<file path="config.mk">
export PLATFORM = sky130hd
export DESIGN_NAME = fifo_ctrl
export DESIGN_NICKNAME = d
export VERILOG_FILES = /design/src/rtl/fifo_pkg.sv /design/src/rtl/fifo_ptr.sv /design/src/rtl/fifo_ctrl.sv
export SDC_FILE = /design/constraint.sdc
export NUM_CORES = 1
export LEC_CHECK = 0
export ABC_AREA = 1
export CAP_MARGIN = 10
export CORE_MARGIN = 3
export CORE_UTILIZATION = 51
export DETAILED_ROUTE_END_ITERATION = 12
export GPL_TIMING_DRIVEN = 0
export PLACE_DENSITY = 0.84
export SYNTH_ARGS = -nofsm -noshare
export SYNTH_HDL_FRONTEND = slang
export SYNTH_SLANG_ARGS = --single-unit
</file>
<file path="constraint.sdc">
create_clock -name clk -period 4.6 [get_ports clk]
set_input_delay 0.92 -clock clk [delete_from_list [all_inputs] [get_ports clk]]
set_output_delay 0.92 -clock clk [all_outputs]
set_load 0.05 [all_outputs]
</file>
<file path="src/rtl/fifo_pkg.sv">
// Shared constants and types for the RAM-backed FIFO controller.
// The FIFO_ALMOST_EN macro (see fifo_ctrl) adds almost_full/almost_empty flags.
package fifo_pkg;

  localparam int FIFO_ADDR_W    = 4;
  localparam int FIFO_ALMOST_TH = 2;

  function automatic int fifo_depth(input int addr_w);
    return 1 << addr_w;
  endfunction

  localparam int FIFO_DEPTH = fifo_depth(FIFO_ADDR_W);

  typedef logic [FIFO_ADDR_W-1:0] ptr_t;
  typedef logic [FIFO_ADDR_W:0]   count_t;

endpackage

</file>
<file path="src/rtl/fifo_ptr.sv">
// Wrapping pointer register; rolls over from 2**W-1 to 0 naturally.
module fifo_ptr #(
  parameter int W = 4
) (
  input  logic         clk,
  input  logic         rst,
  input  logic         inc,
  output logic [W-1:0] ptr
);

  always_ff @(posedge clk) begin
    if (rst)      ptr <= '0;
    else if (inc) ptr <= ptr + W'(1);
  end

endmodule

</file>
<file path="src/rtl/fifo_ctrl.sv">
// Address/enable sequencer and occupancy flags for a RAM-backed synchronous FIFO.
// Define FIFO_ALMOST_EN to add the almost_full/almost_empty outputs.
module fifo_ctrl
  import fifo_pkg::*;
#(
  parameter int ADDR_W    = FIFO_ADDR_W,
  parameter int ALMOST_TH = FIFO_ALMOST_TH
) (
  input  logic              clk,
  input  logic              rst,
  input  logic              wr_req,
  input  logic              rd_req,
  output logic              ram_we,
  output logic [ADDR_W-1:0] ram_waddr,
  output logic              ram_re,
  output logic [ADDR_W-1:0] ram_raddr,
  output logic              rd_valid,
  output logic              full,
  output logic              empty,
  output logic [ADDR_W:0]   count,
  output logic              overflow,
  output logic              underflow
`ifdef FIFO_ALMOST_EN
  ,
  output logic              almost_full,
  output logic              almost_empty
`endif
);

  localparam int              DEPTH     = fifo_depth(ADDR_W);
  localparam logic [ADDR_W:0] DEPTH_CNT = DEPTH[ADDR_W:0];

  logic wr_acc;
  logic rd_acc;

  // A request is accepted in the cycle it is asserted if the FIFO can take it
  // (not full for writes, not empty for reads) and rst is low; there is no
  // back-pressure handshake, rejected requests are simply dropped and flagged.
  assign wr_acc = wr_req & ~full & ~rst;
  assign rd_acc = rd_req & ~empty & ~rst;
  assign ram_we = wr_acc;
  assign ram_re = rd_acc;

  fifo_ptr #(.W(ADDR_W)) u_wptr (
    .clk (clk),
    .rst (rst),
    .inc (wr_acc),
    .ptr (ram_waddr)
  );

  fifo_ptr #(.W(ADDR_W)) u_rptr (
    .clk (clk),
    .rst (rst),
    .inc (rd_acc),
    .ptr (ram_raddr)
  );

  assign full  = (count == DEPTH_CNT);
  assign empty = (count == '0);

  always_ff @(posedge clk) begin
    if (rst) begin
      count     <= '0;
      rd_valid  <= 1'b0;
      overflow  <= 1'b0;
      underflow <= 1'b0;
    end else begin
      case ({wr_acc, rd_acc})
        2'b10:   count <= count + (ADDR_W+1)'(1);
        2'b01:   count <= count - (ADDR_W+1)'(1);
        default: count <= count;
      endcase
      // Registered-read RAM: data for this cycle's read appears next cycle.
      rd_valid  <= rd_acc;
      overflow  <= overflow | (wr_req & full);
      underflow <= underflow | (rd_req & empty);
    end
  end

`ifdef FIFO_ALMOST_EN
  localparam int              AF_INT = DEPTH - ALMOST_TH;
  localparam int              AE_INT = ALMOST_TH;
  localparam logic [ADDR_W:0] AF_TH  = AF_INT[ADDR_W:0];
  localparam logic [ADDR_W:0] AE_TH  = AE_INT[ADDR_W:0];

  assign almost_full  = (count >= AF_TH);
  assign almost_empty = (count <= AE_TH);
`endif

endmodule

</file>
Word level (Yosys, flattened, before mapping). Index checks and enable logic that the tools add are counted. W data, S select, Z words.

Eq/ne operators: 3. Bitwise operators: 11. Reductions and logical operators: 2. Multiplexer cells: 1. Add/subtract/negate cells: 4.

Operators by type and width (number): $pmux W5 S2 (1); $add A4 B1 Y4 const B (2); $and A1 B1 Y1 (6); $add A5 B1 Y5 const B (1); $eq A5 B5 Y1 const B (1); $logic_not A5 Y1 (1); $sub A5 B1 Y5 const B (1); $not A1 Y1 (3); $eq A2 B1 Y1 const B (1); $eq A2 B2 Y1 const B (1); $or A1 B1 Y1 (2); $reduce_bool A2 Y1 (1).

Word-level logic and storage cells: 27. Output and inout port bits: 20. Register bits: 16. Input bits: 4.

Logic depth before layout (Yosys ltp). Gate-level depths: netlist of the first run.

Depth after elaboration: 6. Gate-level depth with buffers: 14. Depth with buffers taken out: 14.

By module. Synthesis of the first run repeated with hierarchy kept, for this count alone.

Cells, all modules: 118. Area total of the unflattened synthesis: 827.0 um2.

Modules (own cells, without submodules): fifo_ctrl (instances 1, area each 486.7 um2, seq. area each 160.2 um2, cells an instance 72); fifo_ptr (instances 2, area each 170.2 um2, seq. area each 80.1 um2, cells an instance 23).

Worst setup path after synthesis of the first run. Ideal clock, no wire load.

Path kind: in2reg. From: input rst. To: register count[3]. Data required time: 4.491 ns. Buffers on the path: 1. Arrival: 3.054 ns. Stages: 10. Setup slack: 1.437 ns. Setup time: 0.109 ns. Cells stage by stage: clkbuf_1 -> nor2_1 -> inv_1 -> ha_1 -> ha_1 -> or2_2 -> nand3b_1 -> nand3_1 -> nand2_1 -> inv_1.

Cells in the longest elaborated chain, start to end: 4. Elaborated cells between the ends (all ways): 7. Classes of those cells: 2 x eq/ne; 1 x mux; 3 x bitwise; 1 x reduce/logical.

Ends and longest elaborated chain: from (decl) (line fifo_ctrl.sv:10) `input logic rst,`; $not A1 Y1 (*) (line fifo_ctrl.sv:39) `assign wr_acc = wr_req & ~full & ~rst;`; $and A1 B1 Y1 (*) (line fifo_ctrl.sv:39); named net ram_we (line fifo_ctrl.sv:13) `output logic ram_we,`; $eq A2 B1 Y1 / $eq A2 B2 Y1 (equally long branches) (line fifo_ctrl.sv:68) `case ({wr_acc, rd_acc})`; $pmux W5 S2 / $reduce_bool A2 Y1 (equally long branches); to (signal assigned) (line fifo_ctrl.sv:69) `2'b10: count <= count + (ADDR_W+1)'(1);`; to (signal assigned) (line fifo_ctrl.sv:70) `2'b01: count <= count - (ADDR_W+1)'(1);`; to (signal assigned) (line fifo_ctrl.sv:71) `default: count <= count;`; to (decl) (line fifo_ctrl.sv:20) `output logic [ADDR_W:0] count,`.

Mark *: on every way through the listed nets, which the timed path passes. The rest lies on a longest branch. A chain may end at the register's enable or synchronous reset.

Worst setup path in the final report of the first run.
From: input rst. To: output ram_we.

Cells in the longest elaborated chain, start to end: 2.

Ends and longest elaborated chain (line): $not A1 Y1 (fifo_ctrl.sv:39); $and A1 B1 Y1 (fifo_ctrl.sv:39); to (decl) (fifo_ctrl.sv:13).

No other way between the ends.

==> key figures, run 1 <==
Place
  • Placed standard-cell area: 1170 um^2
  • Post-DP HPWL: 1510 um
  • Last weighted congestion value of the routability-driven placer: 0.794
  • Port-buffer cells: 21

GRT
  • Overall Global Routing Usage: 0.193
  • Number of antenna violations at the first check in global routing: 0
  • GR Overflow Total: 0
  • Vias in the first global route: 847
  • Pin count of the biggest net entering global routing: 11
  • Global-route wire length before repair: 3610 um

Timing
  • Period Utilization, post-route: 0.778
  • Aggregate negative setup slack: 0 ns
  • Max Fclk: 280 MHz
  • Setup repair after global routing missed its margin: false
  • Min Clock Period, post-route: 3.58 ns
  • Pin slew with the least headroom to its limit: 0.503 ns
  • Normalized max-slew margin: 0.664
  • # setup viols final: 0
  • Clock tree skew after final layout: 0.00144 ns
  • Final max-slew violation count: 0
  • Number of endpoints with negative hold slack in the final report: 0
  • Smallest hold slack: 0.482 ns

Route
  • # DRC: 0
  • Wirelength per Cell: 10.9 um
  • Final routed wirelength across all metal layers: 1950 um
  • Antenna-violating nets left: 0
  • Ratio of routed vias to standard cells: 4.80
  • Pre-antenna DRT Iters: 6
  • Number of vias in the routed layout: 854
  • Initial detailed-routing violation count: 15

Worst setup path
  • Sort of element at the end of the critical path: primary output
  • Data arrival time of the worst path: 2.66 ns
  • Category of the most critical setup path: primary input to primary output
  • CP startpoint kind: primary input
  • Highest fanout seen on the critical path: 10
  • CP required: 3.68 ns

Finish
  • Final core utilization: 0.746
  • Share of post-route cells with drive strength above 1: 0.104
  • Area growth syn-to-layout: 29.9%
  • Design area: 1200 um^2
  • Antenna diodes: 0
  • Final #Nets: 166
  • Fill cell count: 138

Die
  • Site Rows: 14
  • Standard cell core area: 1610 um^2
  • Y dimension of the die: 48.6 um
  • I/O pin count: 24
  • DIE AREA: 2360 um^2
  • Effective utilization at floorplan: 0.575
  • Overall die width: 48.6 um

Synth
  • Net Count, Synth: 140
  • Synthesized cell area: 926 um^2
  • Sequential-to-total area share from yosys stat: 0.346
  • Number of unique standard cell types used by synthesis: 20
  • Flop and latch count out of synthesis: 16
  • Number of instances in the synthesized netlist: 129
  • Number of warnings printed during yosys synthesis: 0
  • Avg Cell Area, Syn: 7.18 um^2

Clock network
  • CTS clk-pin slew, worst paths: 0.10 ns
  • Gates resized, CTS repair: 0
  • CTS Buf Count: 3
  • CTS tree: done
  • Clock latency of the later-clocked register in the worst-skew pair: 0.29 ns
  • Hold-fix buffer count after cts: 0
  • Root Buffer Master: clkbuf_4
  • Htree depth: 1
  • Post-CTS setup buffer count: 0
  • Buffer levels on the longest clock path: 2
  • Number of sinks driven by the clock tree: 16

Job
  • Max_cap viols: 0

Pwr
  • Power, Total: 0.669 mW
  • Leakage power: 0.565 nW
  • Power density cells: 556 nW/um^2
  • Worst IR drop on VDD: 0.340 mV

Status
  • Result of the run: complete, no violations

Min path
  • HP Class: flop to flop
-- final timing paths --
kind	startpoint	endpoint	slack (ns)	cells after the start
worst min register to register	overflow	overflow	0.48	2
worst max register to register	count[0]	count[3]	2.32	12
worst max-delay path	rst	ram_we	1.02	4
worst min-delay path	overflow	overflow	0.48	2
-- worst max-delay path, cell delays in order --
cell	delay [ns]
clkdlybuf4s50_1	0.49
clkbuf_1	0.38
nor2_1	0.14
clkdlybuf4s50_1	0.73
-- synth_stat cells --
| master | number | area [um^2] |
|---|---|---|
| nand2_2 | 2 | 12.5 |
| clkbuf_1 | 1 | 3.75 |
| dfxtp_1 | 16 | 320 |
| nand3_1 | 11 | 55.1 |
| a21oi_2 | 1 | 8.76 |
| xor2_1 | 2 | 17.5 |
| nand4_1 | 4 | 25.0 |
| fa_1 | 1 | 20.0 |
| o21ai_0 | 2 | 10.0 |
| nand2_1 | 27 | 101 |
| nor2_1 | 22 | 82.6 |
| nand3b_1 | 1 | 7.51 |
| inv_1 | 18 | 67.6 |
| a21oi_1 | 6 | 30.0 |
| buf_4 | 2 | 15.0 |
| nor2_4 | 2 | 22.5 |
| ha_1 | 6 | 75.1 |
| nand3_4 | 2 | 35.0 |
| inv_2 | 1 | 3.75 |
| or2_2 | 2 | 12.5 |
-- power by group --
| group | switching, mW | total [mW] | internal (mW) | leakage (nW) |
|---|---|---|---|---|
| registers | 0.0344 | 0.199 | 0.164 | 0.131 |
| logic | 0.246 | 0.375 | 0.128 | 0.413 |
| clock network | 0.0475 | 0.0957 | 0.0483 | 0.0210 |
| total | 0.328 | 0.669 | 0.341 | 0.565 |
-- per-layer routing --
metal / up-vias / track usage / part of all wire
met1: 367 / 0.232 / 0.45
met4: 0 / 0.0853 / 0.021
met2: 24 / 0.335 / 0.48
li1: 458 / - / -
met3: 5 / 0.0307 / 0.047
met5: - / 0 / 0
-- registers in the layout, indices dropped and copies added (netlist names) --
name / flops
count: 5
u_rptr.ptr: 4
u_wptr.ptr: 4
overflow: 1
rd_valid: 1
underflow: 1
-- area by class of cell --
class,count,area [um^2],area share
buffer,3,18.8,0.0156
clock buffer,4,36.3,0.0302
inverter,19,71.3,0.0593
multi-input combinational,91,515,0.429
sequential,16,320,0.266
tap,24,30.0,0.0250
timing repair buffer,21,210,0.175
-- cell families after synthesis --
logic type      synth area share
xor+xnor                  0.0189
compound gates            0.0527
buf+inv                   0.0973
simple gates               0.382
fa+ha+maj                  0.103
flops                      0.346
-- layout by cell type (no fill, tap or decap) --
| cell | n |
|---|---|
| nand2_1 | 27 |
| nor2_1 | 22 |
| clkdlybuf4s50_1 | 21 |
| inv_1 | 18 |
| dfxtp_1 | 16 |
| nand3_1 | 11 |
| a21oi_1 | 6 |
| ha_1 | 6 |
| nand4_1 | 4 |
| clkbuf_4 | 3 |
| nor2_4 | 2 |
| nand3_4 | 2 |
| buf_4 | 2 |
| nand2_2 | 2 |
| or2_2 | 2 |
| xor2_1 | 2 |
| o21ai_0 | 2 |
| clkbuf_1 | 1 |
| inv_2 | 1 |
| nand3b_1 | 1 |
| a21oi_2 | 1 |
| fa_1 | 1 |
| clkbuf_8 | 1 |
-- metrics by stage --
step	setup WS, ns	instances
floorplan	1.44	129
global placement	1.01	174
detailed placement	1.02	174
CTS	1.02	178
global route	0.931	178
finish	1.02	178
(Power assumes the default switching activity.)
==> run 2, diff against run 1 <==
- CORE_ASPECT_RATIO: not set -> 1.5
- CORE_UTILIZATION: 51 -> 42
- PLACE_DENSITY: 0.84 -> 0.74
- clock period: 4.6 -> 2.96 ns (I/O delays scaled with it)
==> key figures, run 2 (same netlist as run 1, synthesis figures left out) <==
Worst setup path
  • CP startpoint kind: primary input
  • Slowest-stage cell, CP: clkdlybuf4s50_1
  • Data arrival time of the worst path: 2.26 ns
  • Cells traversed along the worst timing path: clkdlybuf4s50_1 -> clkbuf_2 -> nor2_2 -> clkdlybuf4s50_1
  • Crit-path most repeated cell: clkdlybuf4s50_1
  • CP required: 2.37 ns
  • Worst stage delay on the critical path: 0.82 ns
  • Sort of element at the end of the critical path: primary output
  • Category of the most critical setup path: primary input to primary output
  • Highest fanout seen on the critical path: 10

Place
  • Port-buffer cells: 21
  • Post-DP HPWL: 1510 um
  • Last weighted congestion value of the routability-driven placer: 0.752
  • Placed standard-cell area: 1170 um^2
  • Placed Cells: 172

Pwr
  • Power, Total: 1.01 mW
  • Sequential fraction of design power: 0.308
  • Worst IR drop on VDD: 0.431 mV
  • Leakage power: 0.560 nW
  • Share of total power in the clock network: 0.113
  • Switching Fraction: 0.501
  • Cell internal pwr: 0.502 mW
  • Combinational share of power: 0.579
  • Power spent charging and discharging nets: 0.504 mW
  • Power density cells: 843 nW/um^2

Die
  • Site Rows: 20
  • Y dimension of the die: 63.5 um
  • Effective utilization at floorplan: 0.451
  • I/O pin count: 24
  • DIE AREA: 2820 um^2
  • Standard cell core area: 2050 um^2
  • Overall die width: 44.3 um

Timing
  • Number of endpoints with negative hold slack in the final report: 0
  • # setup viols final: 0
  • Aggregate negative setup slack: 0 ns
  • Min Clock Period, post-route: 2.85 ns
  • Period Utilization, post-route: 0.962
  • Clock tree skew after final layout: 0.00465 ns
  • Max Fclk: 351 MHz
  • Normalized max-slew margin: 0.665
  • Setup repair after global routing missed its margin: false
  • Final max-slew violation count: 0
  • Pin slew with the least headroom to its limit: 0.501 ns

GRT
  • Pin count of the biggest net entering global routing: 11
  • Number of antenna violations at the first check in global routing: 0
  • Vias in the first global route: 859
  • Overall Global Routing Usage: 0.163
  • GR Overflow Total: 0
  • Global-route wire length before repair: 3550 um

Route
  • Ratio of routed vias to standard cells: 5.04
  • Wirelength per Cell: 11.0 um
  • # DRC: 0
  • Antenna-violating nets left: 0
  • Final routed wirelength across all metal layers: 1930 um
  • Initial detailed-routing violation count: 8
  • Pre-antenna DRT Iters: 4
  • Number of vias in the routed layout: 882

Finish
  • Final non-filler cell total: 175
  • Antenna diodes: 0
  • Most frequent cells in the layout: nand2_1 (27), clkdlybuf4s50_1 (21), nor2_1 (20), inv_1 (18), dfxtp_1 (16)
  • Top flop regs: count (5), u_rptr.ptr (4), u_wptr.ptr (4)
  • Final #Nets: 166
  • Share of post-route cells with drive strength above 1: 0.118
  • Area growth syn-to-layout: 28.8%
  • Number of flip-flops under the largest register name: 5
  • Most frequent standard cell in the layout excluding fill and tap cells: nand2_1
  • Final core utilization: 0.581
  • Most flop-heavy register: count
  • Design area: 1190 um^2

Clock network
  • Htree depth: 1
  • CTS tree: done
  • Buffer levels on the longest clock path: 2
  • Gates resized, CTS repair: 0
  • Post-CTS setup buffer count: 0
  • Hold-fix buffer count after cts: 0
  • Root Buffer Master: clkbuf_4
  • CTS Buf Count: 3
  • CTS clk-pin slew, worst paths: 0.09 ns
  • Number of sinks driven by the clock tree: 16
  • Clock latency of the later-clocked register in the worst-skew pair: 0.28 ns

Status
  • Result of the run: complete, no violations

Job
  • Max_cap viols: 0

Min path
  • HP Class: flop to flop
-- run 2: cell count changes in the layout (fill, tap and decap cells not counted) --
cell	delta
clkbuf_2	+1
nor2_1	-2
clkbuf_1	-1
nor2_2	+2
clkbuf_8	-1
-- run 2: area by class of cell --
cell class                      instances  area [um^2]
Inverter                               19         71.3
Timing Repair Buffer                   21          210
Clock buffer                            3         22.5
Tap cell                               22         27.5
Buffer                                  3         20.0
Fill cell                             203          860
Multi-Input combinational cell         91          520
Sequential cell                        16          320
-- run 2: critical path: cells and delay by family --
family        cells  cell delay (ns)
simple gates      1             0.17
buf+inv           3             1.49
-- run 2: through the flow --
step,worst slack [ns],hold slack (ns)
after floorplan,0.154,0.704
after global placement,0.0109,0.450
after detailed placement,0.00174,0.467
after CTS,0.00651,0.488
after global routing,0.0220,0.522
final,0.113,0.477
-- run 2: power by group through the flow --
stage | combinational [mW] | sequential [mW] | clock [mW]
6_report | 0.582 | 0.310 | 0.114
5_1_grt | 0.633 | 0.317 | 0.126
3_5_place_dp | 0.586 | 0.314 | 0
3_3_place_gp | 0.574 | 0.312 | 0
4_1_cts | 0.588 | 0.310 | 0.119
2_1_floorplan | 0.297 | 0.444 | 0
-- run 2: routing by layer --
layer	share of wire	global-route usage	routed length (um)
met1	0.41	0.180	796
met2	0.53	0.283	1020
met3	0.037	0.0200	72
met4	0.017	0.0943	32
met5	0	0	0
-- run 2: path summary, 6_finish.rpt --
path              depth (start not counted)      start  slack (ns)         to
setup / recovery                          4        rst        0.11     ram_re
hold / removal                            2  underflow        0.48  underflow
setup reg to reg                         12   count[0]        0.71   count[3]
hold reg to reg                           2  underflow        0.48  underflow
==> run 3, diff against run 2 <==
- CORE_MARGIN: 3 -> 2
- SLEW_MARGIN: not set -> 0
==> key figures, run 3 (same netlist as run 1, synthesis figures left out) <==
GRT
  • Global-route wire length before repair: 3250 um
  • Pin count of the biggest net entering global routing: 11
  • Number of antenna violations at the first check in global routing: 0
  • Overall Global Routing Usage: 0.167
  • GR Overflow Total: 0
  • Vias in the first global route: 798

Timing
  • Number of endpoints with negative hold slack in the final report: 0
  • Final max-slew violation count: 0
  • Setup repair after global routing missed its margin: false
  • Smallest hold slack: 0.479 ns
  • # setup viols final: 0
  • Min Clock Period, post-route: 2.87 ns
  • Pin slew with the least headroom to its limit: 0.506 ns
  • Normalized max-slew margin: 0.662
  • Max Fclk: 348 MHz
  • Period Utilization, post-route: 0.970
  • Clock tree skew after final layout: 0.00375 ns

Place
  • Placed standard-cell area: 1170 um^2
  • Post-DP HPWL: 1520 um
  • Port-buffer cells: 21
  • Placed Cells: 172
  • Last weighted congestion value of the routability-driven placer: 0.732

Die
  • Site Rows: 20
  • I/O pin count: 24
  • Effective utilization at floorplan: 0.451
  • Standard cell core area: 2050 um^2
  • Overall die width: 42.3 um
  • DIE AREA: 2600 um^2
  • Y dimension of the die: 61.5 um

Finish
  • Number of flip-flops under the largest register name: 5
  • Antenna diodes: 0
  • Area growth syn-to-layout: 30.3%
  • Most frequent cells in the layout: nand2_1 (27), clkdlybuf4s50_1 (21), nor2_1 (20), inv_1 (18), dfxtp_1 (16)
  • Top flop regs: count (5), u_rptr.ptr (4), u_wptr.ptr (4)
  • Final non-filler cell total: 176
  • Most flop-heavy register: count
  • Final #Nets: 166
  • Most frequent standard cell in the layout excluding fill and tap cells: nand2_1
  • Design area: 1210 um^2
  • Share of post-route cells with drive strength above 1: 0.123

Pwr
  • Power, Total: 1.04 mW
  • Worst IR drop on VDD: 0.436 mV
  • Power density cells: 861 nW/um^2
  • Leakage power: 0.568 nW

Job
  • Max_cap viols: 0

Clock network
  • Buffer levels on the longest clock path: 2
  • Hold-fix buffer count after cts: 0
  • Htree depth: 1
  • CTS clk-pin slew, worst paths: 0.10 ns
  • CTS tree: done
  • CTS Buf Count: 3
  • Root Buffer Master: clkbuf_4
  • Clock latency of the later-clocked register in the worst-skew pair: 0.29 ns
  • Number of sinks driven by the clock tree: 16

Worst setup path
  • CP required: 2.37 ns
  • Category of the most critical setup path: primary input to primary output
  • CP startpoint kind: primary input
  • Sort of element at the end of the critical path: primary output
  • Data arrival time of the worst path: 2.28 ns
  • Highest fanout seen on the critical path: 10

Status
  • Result of the run: complete, no violations

Route
  • # DRC: 0
  • Number of vias in the routed layout: 890
  • Ratio of routed vias to standard cells: 5.06
  • Pre-antenna DRT Iters: 4
  • Final routed wirelength across all metal layers: 1930 um
  • Initial detailed-routing violation count: 19
  • Antenna-violating nets left: 0
  • Wirelength per Cell: 11.0 um

Min path
  • HP Class: flop to flop
## run 3: cell types whose count changed in the layout (fill, tap and decap cells not counted), sizes merged
cell,delta
clkbuf,+1
## run 3: path summary, 6_finish.rpt
path,start,end,slack (ns),cells past startpoint
setup / recovery,rst,ram_re,0.09,4
hold / removal,underflow,underflow,0.48,2
setup reg to reg,count[0],count[3],0.75,12
hold reg to reg,underflow,underflow,0.48,2
## run 3: where the power goes
group	leakage [nW]	internal, mW	switching, mW
Sequential	0.131	0.255	0.0539
Clock	0.0210	0.0749	0.0711
Combinational	0.415	0.199	0.384
## run 3: per-stage QoR
| step | setup TNS, ns | worst slack (ns) | utilization |
|---|---|---|---|
| floorplan | 0 | 0.154 | - |
| global placement | 0 | 0.00615 | 0.570 |
| detailed placement | -0.0174 | -0.0101 | 0.570 |
| CTS | 0 | 0.103 | 0.588 |
| global route | 0 | 0.0483 | 0.588 |
| finish | 0 | 0.0887 | 0.588 |
## run 3: area by class of cell
cell class	instances	area (um^2)
fillers	197	846
multi-input cells	91	520
flip-flops and latches	16	320
repair buffers	21	210
inverters	19	71.3
clock buffers	4	36.3
well taps	22	27.5
plain buffers	3	20.0
## run 3: per-layer routing
metal  up-vias  track usage  part of all wire
li1        457            -                 -
met1       413        0.175              0.41
met2        15        0.316              0.54
met3         5       0.0264             0.029
met4         0       0.0938             0.017
met5         -            0                 0
## run 3: what timing repair did
item,CTS,global route
gates resized for setup,1,0
setup buffers,0,0
setup endpoints to repair,1,0
## run 3: critical path, stage by stage
cell and delay (ns):
clkdlybuf4s50_1 0.44, clkbuf_2 0.23, nor2_2 0.19, clkdlybuf4s50_1 0.83
